### config.mk
export PLATFORM = sky130hd
export DESIGN_NAME = pwm_leg_capture_flat
export DESIGN_NICKNAME = d
export VERILOG_FILES = /design/src/rtl/pwm_leg_capture_if.sv /design/src/rtl/pwm_leg_capture.sv /design/src/flat_wrapper.sv
export SDC_FILE = /design/constraint.sdc
export NUM_CORES = 1
export LEC_CHECK = 0
export CAP_MARGIN = 20
export CORE_AREA = 2 2 99 101
export CTS_CLUSTER_SIZE = 16
export DETAILED_ROUTE_END_ITERATION = 7
export DIE_AREA = 0 0 101 103
export GPL_ROUTABILITY_DRIVEN = 0
export PLACE_DENSITY = 0.88
export SETUP_SLACK_MARGIN = 0.05
export SLEW_MARGIN = 20
export SYNTH_ARGS = -nofsm -noshare
export SYNTH_HDL_FRONTEND = slang
export SYNTH_SLANG_ARGS = --single-unit
### constraint.sdc
create_clock -name MClk -period 6.25 [get_ports MClk]
set_clock_uncertainty 0.2 [all_clocks]
set_input_delay 1.25 -clock MClk [delete_from_list [all_inputs] [get_ports MClk]]
set_output_delay 1.25 -clock MClk [all_outputs]
set_load 0.005 [all_outputs]
### src/rtl/pwm_leg_capture_if.sv
`default_nettype none
// ============================================================================
// Module   : pwm_leg_capture_if
// Purpose  : Measurement handshake bundle between pwm_leg_capture and its
//            consumer. The producer drives MeasValid and the three counts.
//            The consumer drives MeasReady.
// Ports    : master - producer side (pwm_leg_capture)
//            slave  - consumer side
// Revision : 1.0 - initial release
// ============================================================================
interface pwm_leg_capture_if #(
    parameter int BIT_WIDTH = 16
);
    logic                 MeasValid;
    logic                 MeasReady;
    logic [BIT_WIDTH-1:0] PeriodCount;
    logic [BIT_WIDTH-1:0] HighCount;
    logic [BIT_WIDTH-1:0] DeadCount;

    modport master (
        output MeasValid,
        output PeriodCount,
        output HighCount,
        output DeadCount,
        input  MeasReady
    );

    modport slave (
        input  MeasValid,
        input  PeriodCount,
        input  HighCount,
        input  DeadCount,
        output MeasReady
    );
endinterface
`default_nettype wire

### src/rtl/pwm_leg_capture.sv
`default_nettype none
// ============================================================================
// Module   : pwm_leg_capture
// Purpose  : Measures one complementary gate pair (SHigh/SLow). Once per PWM
//            period it reports the period, the high time and the dead time,
//            using a valid/ready handshake. It also keeps sticky
//            shoot-through, overrun and stall flags.
// Ports    : MClk, RstN        - clock, async active-low reset
//            SHigh, SLow       - asynchronous gate inputs
//            TimeoutCount      - max cycles between SHigh rises (0 = off)
//            FaultClear        - pulse, clears sticky flags
//            meas (master)     - MeasValid/MeasReady + Period/High/DeadCount
//            ShootThrough, Overrun, Stalled - sticky flags
// Options  : PWM_LEG_CAPTURE_DEADTIME_EN - builds the dead-time counter.
//            When undefined, DeadCount is tied to 0.
// Revision : 1.0 - initial release
// ============================================================================
module pwm_leg_capture #(
    parameter int BIT_WIDTH  = 16,
    parameter int SyncStages = 2
) (
    input  logic                 MClk,
    input  logic                 RstN,
    input  logic                 SHigh,
    input  logic                 SLow,
    input  logic [BIT_WIDTH-1:0] TimeoutCount,
    input  logic                 FaultClear,
    pwm_leg_capture_if.master    meas,
    output logic                 ShootThrough,
    output logic                 Overrun,
    output logic                 Stalled
);
    localparam logic [0:0]           ST_IDLE    = 1'b0;
    localparam logic [0:0]           ST_MEASURE = 1'b1;
    localparam logic [BIT_WIDTH-1:0] CNT_MAX    = {BIT_WIDTH{1'b1}};
    localparam logic [BIT_WIDTH-1:0] CNT_ONE    = {{(BIT_WIDTH-1){1'b0}}, 1'b1};

    function automatic logic [BIT_WIDTH-1:0] sat_inc(input logic [BIT_WIDTH-1:0] v);
        return (v == CNT_MAX) ? v : v + CNT_ONE;
    endfunction

    // ---------------- synchronizers and edge detect ----------------
    logic [SyncStages-1:0] sh_sync_q, sh_sync_d, sl_sync_q, sl_sync_d;
    logic                  sh_prev_q, sh_prev_d;
    logic                  sh, sl, rise, timeout_hit;

    assign sh = sh_sync_q[SyncStages-1];
    assign sl = sl_sync_q[SyncStages-1];

    // ---------------- state and counters ----------------
    logic [0:0]           state_q, state_d;
    logic [BIT_WIDTH-1:0] period_q, period_d, high_q, high_d;
    logic [BIT_WIDTH-1:0] fin_period_q, fin_period_d, fin_high_q, fin_high_d;
    logic [BIT_WIDTH-1:0] out_period_q, out_period_d, out_high_q, out_high_d;
    logic                 done_q, done_d, valid_q, valid_d;
    logic                 st_q, st_d, ov_q, ov_d, stl_q, stl_d;
    logic                 restart, capture, count_en, stall_set, load;

    always_comb begin
        sh_sync_d   = {sh_sync_q[SyncStages-2:0], SHigh};
        sl_sync_d   = {sl_sync_q[SyncStages-2:0], SLow};
        sh_prev_d   = sh;
        rise        = sh & ~sh_prev_q;
        timeout_hit = (TimeoutCount != '0) && (period_q >= TimeoutCount);
    end

    // Next-state logic
    always_comb begin
        state_d = state_q;
        case (state_q)
            ST_IDLE:    if (rise) state_d = ST_MEASURE;
            ST_MEASURE: if (!rise && timeout_hit) state_d = ST_IDLE;
            default:    state_d = ST_IDLE;
        endcase
    end

    // FSM outputs: counter control strobes
    always_comb begin
        restart   = 1'b0;
        capture   = 1'b0;
        count_en  = 1'b0;
        stall_set = 1'b0;
        case (state_q)
            ST_IDLE:    restart = rise;
            ST_MEASURE: begin
                if (rise) begin
                    restart = 1'b1;
                    capture = 1'b1;
                end else if (timeout_hit) begin
                    stall_set = 1'b1;
                end else begin
                    count_en = 1'b1;
                end
            end
            default: ;
        endcase
    end

    // Running counters. The rise cycle starts the new period, and sh is 1 in
    // that cycle, so both period and high restart at one.
    always_comb begin
        period_d     = period_q;
        high_d       = high_q;
        if (restart) begin
            period_d = CNT_ONE;
            high_d   = CNT_ONE;
        end else if (count_en) begin
            period_d = sat_inc(period_q);
            if (sh) high_d = sat_inc(high_q);
        end
        fin_period_d = capture ? period_q : fin_period_q;
        fin_high_d   = capture ? high_q   : fin_high_q;
        done_d       = capture;
    end

    // Handshake: the finished period is offered one cycle after capture.
    always_comb begin
        load         = done_q & (~valid_q | meas.MeasReady);
        valid_d      = load ? 1'b1 : (meas.MeasReady ? 1'b0 : valid_q);
        out_period_d = load ? fin_period_q : out_period_q;
        out_high_d   = load ? fin_high_q   : out_high_q;
        // Sticky flags: a set in the same cycle as FaultClear wins.
        st_d  = (st_q  & ~FaultClear) | (sh & sl);
        ov_d  = (ov_q  & ~FaultClear) | (done_q & valid_q & ~meas.MeasReady);
        stl_d = (stl_q & ~FaultClear) | stall_set;
    end

    always_ff @(posedge MClk or negedge RstN) begin
        if (!RstN) begin
            sh_sync_q    <= '0;
            sl_sync_q    <= '0;
            sh_prev_q    <= 1'b0;
            state_q      <= ST_IDLE;
            period_q     <= '0;
            high_q       <= '0;
            fin_period_q <= '0;
            fin_high_q   <= '0;
            out_period_q <= '0;
            out_high_q   <= '0;
            done_q       <= 1'b0;
            valid_q      <= 1'b0;
            st_q         <= 1'b0;
            ov_q         <= 1'b0;
            stl_q        <= 1'b0;
        end else begin
            sh_sync_q    <= sh_sync_d;
            sl_sync_q    <= sl_sync_d;
            sh_prev_q    <= sh_prev_d;
            state_q      <= state_d;
            period_q     <= period_d;
            high_q       <= high_d;
            fin_period_q <= fin_period_d;
            fin_high_q   <= fin_high_d;
            out_period_q <= out_period_d;
            out_high_q   <= out_high_d;
            done_q       <= done_d;
            valid_q      <= valid_d;
            st_q         <= st_d;
            ov_q         <= ov_d;
            stl_q        <= stl_d;
        end
    end

`ifdef PWM_LEG_CAPTURE_DEADTIME_EN
    logic [BIT_WIDTH-1:0] dead_q, dead_d, fin_dead_q, fin_dead_d, out_dead_q, out_dead_d;

    // The rise cycle has sh = 1, so it never counts as dead time.
    always_comb begin
        dead_d = dead_q;
        if (restart)                    dead_d = '0;
        else if (count_en && !sh && !sl) dead_d = sat_inc(dead_q);
        fin_dead_d = capture ? dead_q : fin_dead_q;
        out_dead_d = load ? fin_dead_q : out_dead_q;
    end

    always_ff @(posedge MClk or negedge RstN) begin
        if (!RstN) begin
            dead_q     <= '0;
            fin_dead_q <= '0;
            out_dead_q <= '0;
        end else begin
            dead_q     <= dead_d;
            fin_dead_q <= fin_dead_d;
            out_dead_q <= out_dead_d;
        end
    end

    assign meas.DeadCount = out_dead_q;
`else
    assign meas.DeadCount = '0;
`endif

    assign meas.MeasValid   = valid_q;
    assign meas.PeriodCount = out_period_q;
    assign meas.HighCount   = out_high_q;
    assign ShootThrough     = st_q;
    assign Overrun          = ov_q;
    assign Stalled          = stl_q;
endmodule
`default_nettype wire

### src/flat_wrapper.sv
// flat-port wrapper written by rule: the top's interface ports become plain ports
module pwm_leg_capture_flat 
#(
    parameter int BIT_WIDTH  = 16,
    parameter int SyncStages = 2
)
  (MClk, RstN, SHigh, SLow, TimeoutCount, FaultClear, ShootThrough, Overrun, Stalled, meas_MeasValid, meas_PeriodCount, meas_HighCount, meas_DeadCount, meas_MeasReady);
  pwm_leg_capture_if #(.BIT_WIDTH(BIT_WIDTH)) meas_i ();
  input  logic MClk;
  input  logic RstN;
  input  logic SHigh;
  input  logic SLow;
  input  logic [BIT_WIDTH-1:0] TimeoutCount;
  input  logic FaultClear;
  output logic ShootThrough;
  output logic Overrun;
  output logic Stalled;
  output wire logic [$bits(meas_i.MeasValid)-1:0] meas_MeasValid;
  output wire logic [$bits(meas_i.PeriodCount)-1:0] meas_PeriodCount;
  output wire logic [$bits(meas_i.HighCount)-1:0] meas_HighCount;
  output wire logic [$bits(meas_i.DeadCount)-1:0] meas_DeadCount;
  input wire logic [$bits(meas_i.MeasReady)-1:0] meas_MeasReady;
  assign meas_MeasValid = meas_i.MeasValid;
  assign meas_PeriodCount = meas_i.PeriodCount;
  assign meas_HighCount = meas_i.HighCount;
  assign meas_DeadCount = meas_i.DeadCount;
  assign meas_i.MeasReady = meas_MeasReady;
  pwm_leg_capture #(.BIT_WIDTH(BIT_WIDTH), .SyncStages(SyncStages)) u_core (.MClk(MClk), .RstN(RstN), .SHigh(SHigh), .SLow(SLow), .TimeoutCount(TimeoutCount), .FaultClear(FaultClear), .meas(meas_i), .ShootThrough(ShootThrough), .Overrun(Overrun), .Stalled(Stalled));
endmodule
==> qor.csv <==
stage,metric,value,unit
status,status,completed,
grt,grt_max_degree,55,
sta,finalHoldViolCount,0,
final_layout,drive_above_1_share,0.178,
yosys,ys_types,47,
final_layout,layout_common_cells,"dfrtp_1, mux2_2, clkdlybuf4s50_1",
grt,track_usage,0.208,
worst_setup_path,endpoint_kind,register,
power_and_ir_drop,switching_share,0.271,
final_layout,finalNetCount,541,
floorplan,ios,74,
clock_network,cts.hold.buffers_added,0,
power_and_ir_drop,ir_drop,0.000158,V
worst_setup_path,critPathKind,input port to register,
floorplan,initial_core_util,0.534,
worst_setup_path,cp.arrival,4230,ps
worst_setup_path,ff2ff_path_depth,7,
grt,grt_pass1_wl,17000,µm
run,maxCapViolCount,0,
worst_setup_path,rr_startpoint,u_core.period_q[15],
power_and_ir_drop,p_int,1080,µW
power_and_ir_drop,p_seq_frac,0.554,
worst_setup_path,crit_end,u_core.period_q[15],
worst_setup_path,path_max_fanout,30,
clock_network,cts-root-buf,clkbuf_8,
clock_network,ctsLongestPathBuffers,2,
worst_setup_path,critical_path.startpoint_type,input port,
clock_network,post_cts_resized,0,
power_and_ir_drop,p_leak,0.00273,µW
worst_setup_path,cp.required,6350,ps
grt,grt_pass1_vias,3595,
sta,rsz0062_at_grt,false,
drt,drt_iter0_markers,296,
yosys,synthCells,446,
final_layout,syn_to_final_growth,16.5,%
worst_hold_path,worstHoldPathType,register to register,
final_layout,final_common_cell,dfrtp_1,
sta,worst_pin_slew,947,ps
power_and_ir_drop,powerDensity,252,mW/mm²
yosys,dominantRegCellSynth,dfrtp_1,
clock_network,cts.htree.levels,3,
sta,relSlewSlack,0.364,
drt,dr.pass1.iters,6,
sta,period_minus_slack,4130,ps
clock_network,cts_tree,built,
yosys,async_flop_share,1.00,
drt,via_count,3739,
clock_network,clk_pin_slew,100,ps
worst_setup_path,r2r-end,u_core.period_q[15],
grt,antenna_found_initial,0,
clock_network,post_cts.repair.setup_buffers,0,
worst_setup_path,cp-startpoint,TimeoutCount[15],
sta,fmax,242,MHz
place,numPortBuffers,57,
grt,grt_overflow_total,0,
drt,vias_per_cell,6.03,
yosys,ys_seq_area_frac,0.530,
yosys,ys_warn_count,0,
worst_setup_path,reg2reg_setup_slack,3090,ps
drt,drc,0,
final_layout,fillers,744,
clock_network,clkSinkCount,107,
final_layout,utilization,0.622,
power_and_ir_drop,clock_power_share,0.290,
clock_network,clock_latency,380,ps
yosys,synth-edff-count,0,
floorplan,fp.dieH,103,µm
sta,finalCritPeriodShare,0.661,
drt,wirelength,10300,µm
sta,finalSetupViolCount,0,
drt,ant_nets,0,
floorplan,fp.coreArea,0.00946,mm²
yosys,syn_area,0.00505,mm²
power_and_ir_drop,power.share.combinational,0.156,
floorplan,die_w,101,µm
floorplan,dieArea,0.0104,mm²
floorplan,rows,36,
sta,slew_violations,0,
sta,setup_tns,0,ps
place,hpwl,7240,µm
yosys,syn_avg_cell_area,11.3,µm²
yosys,synth_seq_cells,107,
worst_hold_path,hold_depth,0,
power_and_ir_drop,p_switching,402,µW
clock_network,cts_buffers,9,
final_layout,insertedDiodeCount,0,
drt,wl_per_cell,16.6,µm
==> state kept, by name (all words and copies together) (netlist names) <==
name	count
u_core.done_q	1
u_core.meas.MeasValid	1
u_core.period_q	16
u_core.Overrun	1
u_core.meas.HighCount	16
u_core.fin_high_q	16
u_core.sh_sync_q	2
u_core.meas.PeriodCount	16
u_core.high_q	16
u_core.ShootThrough	1
u_core.Stalled	1
u_core.sl_sync_q	2
u_core.state_q	1
u_core.sh_prev_q	1
u_core.fin_period_q	16
==> cell families (layout without fill, tap and decap cells) <==
family                     Yosys count  count (layout)  synth area share
other                                1              16          0.000742
adders and majority gates           18              18            0.0446
muxes                               63              63             0.140
DFF                                107             107             0.530
AOI/OAI and AO/OA                   80              80             0.101
buffers and inverters               62             107            0.0589
and+or+nand+nor                    115             115             0.125
==> worst max-delay path: stages <==
cell	delay, ps
clkdlybuf4s50_1	510
inv_1	60
ha_1	330
nand4_1	180
nor2_1	70
a311oi_1	550
a41oi_4	470
or4_1	610
a21oi_1	190
==> worst min-delay path by stage <==
stage	slack [ps]	endpoint	startpoint
floorplan	130	u_core.sh_sync_q[1]	u_core.sh_sync_q[0]
global placement	130	u_core.sl_sync_q[1]	u_core.sl_sync_q[0]
detailed placement	140	u_core.sh_sync_q[1]	u_core.sh_sync_q[0]
CTS	160	u_core.sh_sync_q[1]	u_core.sh_sync_q[0]
global route	160	u_core.sh_sync_q[1]	u_core.sh_sync_q[0]
finish	160	u_core.sh_sync_q[1]	u_core.sh_sync_q[0]
==> power by group through the flow <==
stage | clock (µW) | sequential, µW | combinational (µW)
2_1_floorplan | 0 | 817 | 131
4_1_cts | 436 | 819 | 234
5_1_grt | 467 | 831 | 261
3_3_place_gp | 0 | 826 | 220
6_report | 430 | 821 | 231
3_5_place_dp | 0 | 833 | 232
==> layout make-up <==
class,instances,area [µm²],share of cell area
Tap cell,114,143,0.0242
Clock buffer,10,128,0.0217
Clock inverter,6,71.3,0.0121
Sequential cell,107,2680,0.455
Timing Repair Buffer,62,606,0.103
Multi-Input combinational cell,292,2150,0.366
Inverter,29,109,0.0185
==> layer usage <==
layer  vias to the layer above  track usage  wire [µm]
met1                      1868        0.273       4430
met4                         0        0.107        303
met5                         -            0          0
li1                       1703            -          -
met2                       136        0.339       5070
met3                        32       0.0305        471
==> Yosys cell counts, drive strengths merged, types with 2 or more instances <==
master / count / share of area
dfrtp: 107 / 0.53
mux2: 61 / 0.14
inv: 29 / 0.022
nand2: 28 / 0.021
o21ai: 27 / 0.027
buf: 23 / 0.030
a21oi: 21 / 0.021
ha: 18 / 0.045
nand3: 12 / 0.012
nand4: 12 / 0.015
o31ai: 11 / 0.016
or3: 11 / 0.014
or4: 11 / 0.016
clkbuf: 10 / 0.0074
nor2: 10 / 0.0074
nor4: 7 / 0.0099
nor3: 6 / 0.0059
nand2b: 4 / 0.0049
o41ai: 4 / 0.0069
and3: 3 / 0.0037
nand3b: 3 / 0.0045
a211oi: 2 / 0.0030
a32oi: 2 / 0.0050
and2: 2 / 0.0025
mux2i: 2 / 0.0040
o311ai: 2 / 0.0035
or2: 2 / 0.0025
==> stage by stage <==
step / total power (µW) / hold slack [ps] / setup slack (ps) / instances / area (µm²)
3_5_place_dp: 1060 / 137 / 1630 / 604 / 5680
3_3_place_gp: 1050 / 132 / 1810 / 604 / 5680
2_1_floorplan: 947 / 131 / 2760 / 461 / 5110
5_1_grt: 1560 / 163 / 1920 / 620 / 5890
4_1_cts: 1490 / 160 / 2020 / 620 / 5880
6_report: 1480 / 159 / 2120 / 620 / 5890
Power figures use the tool's default switching activity.
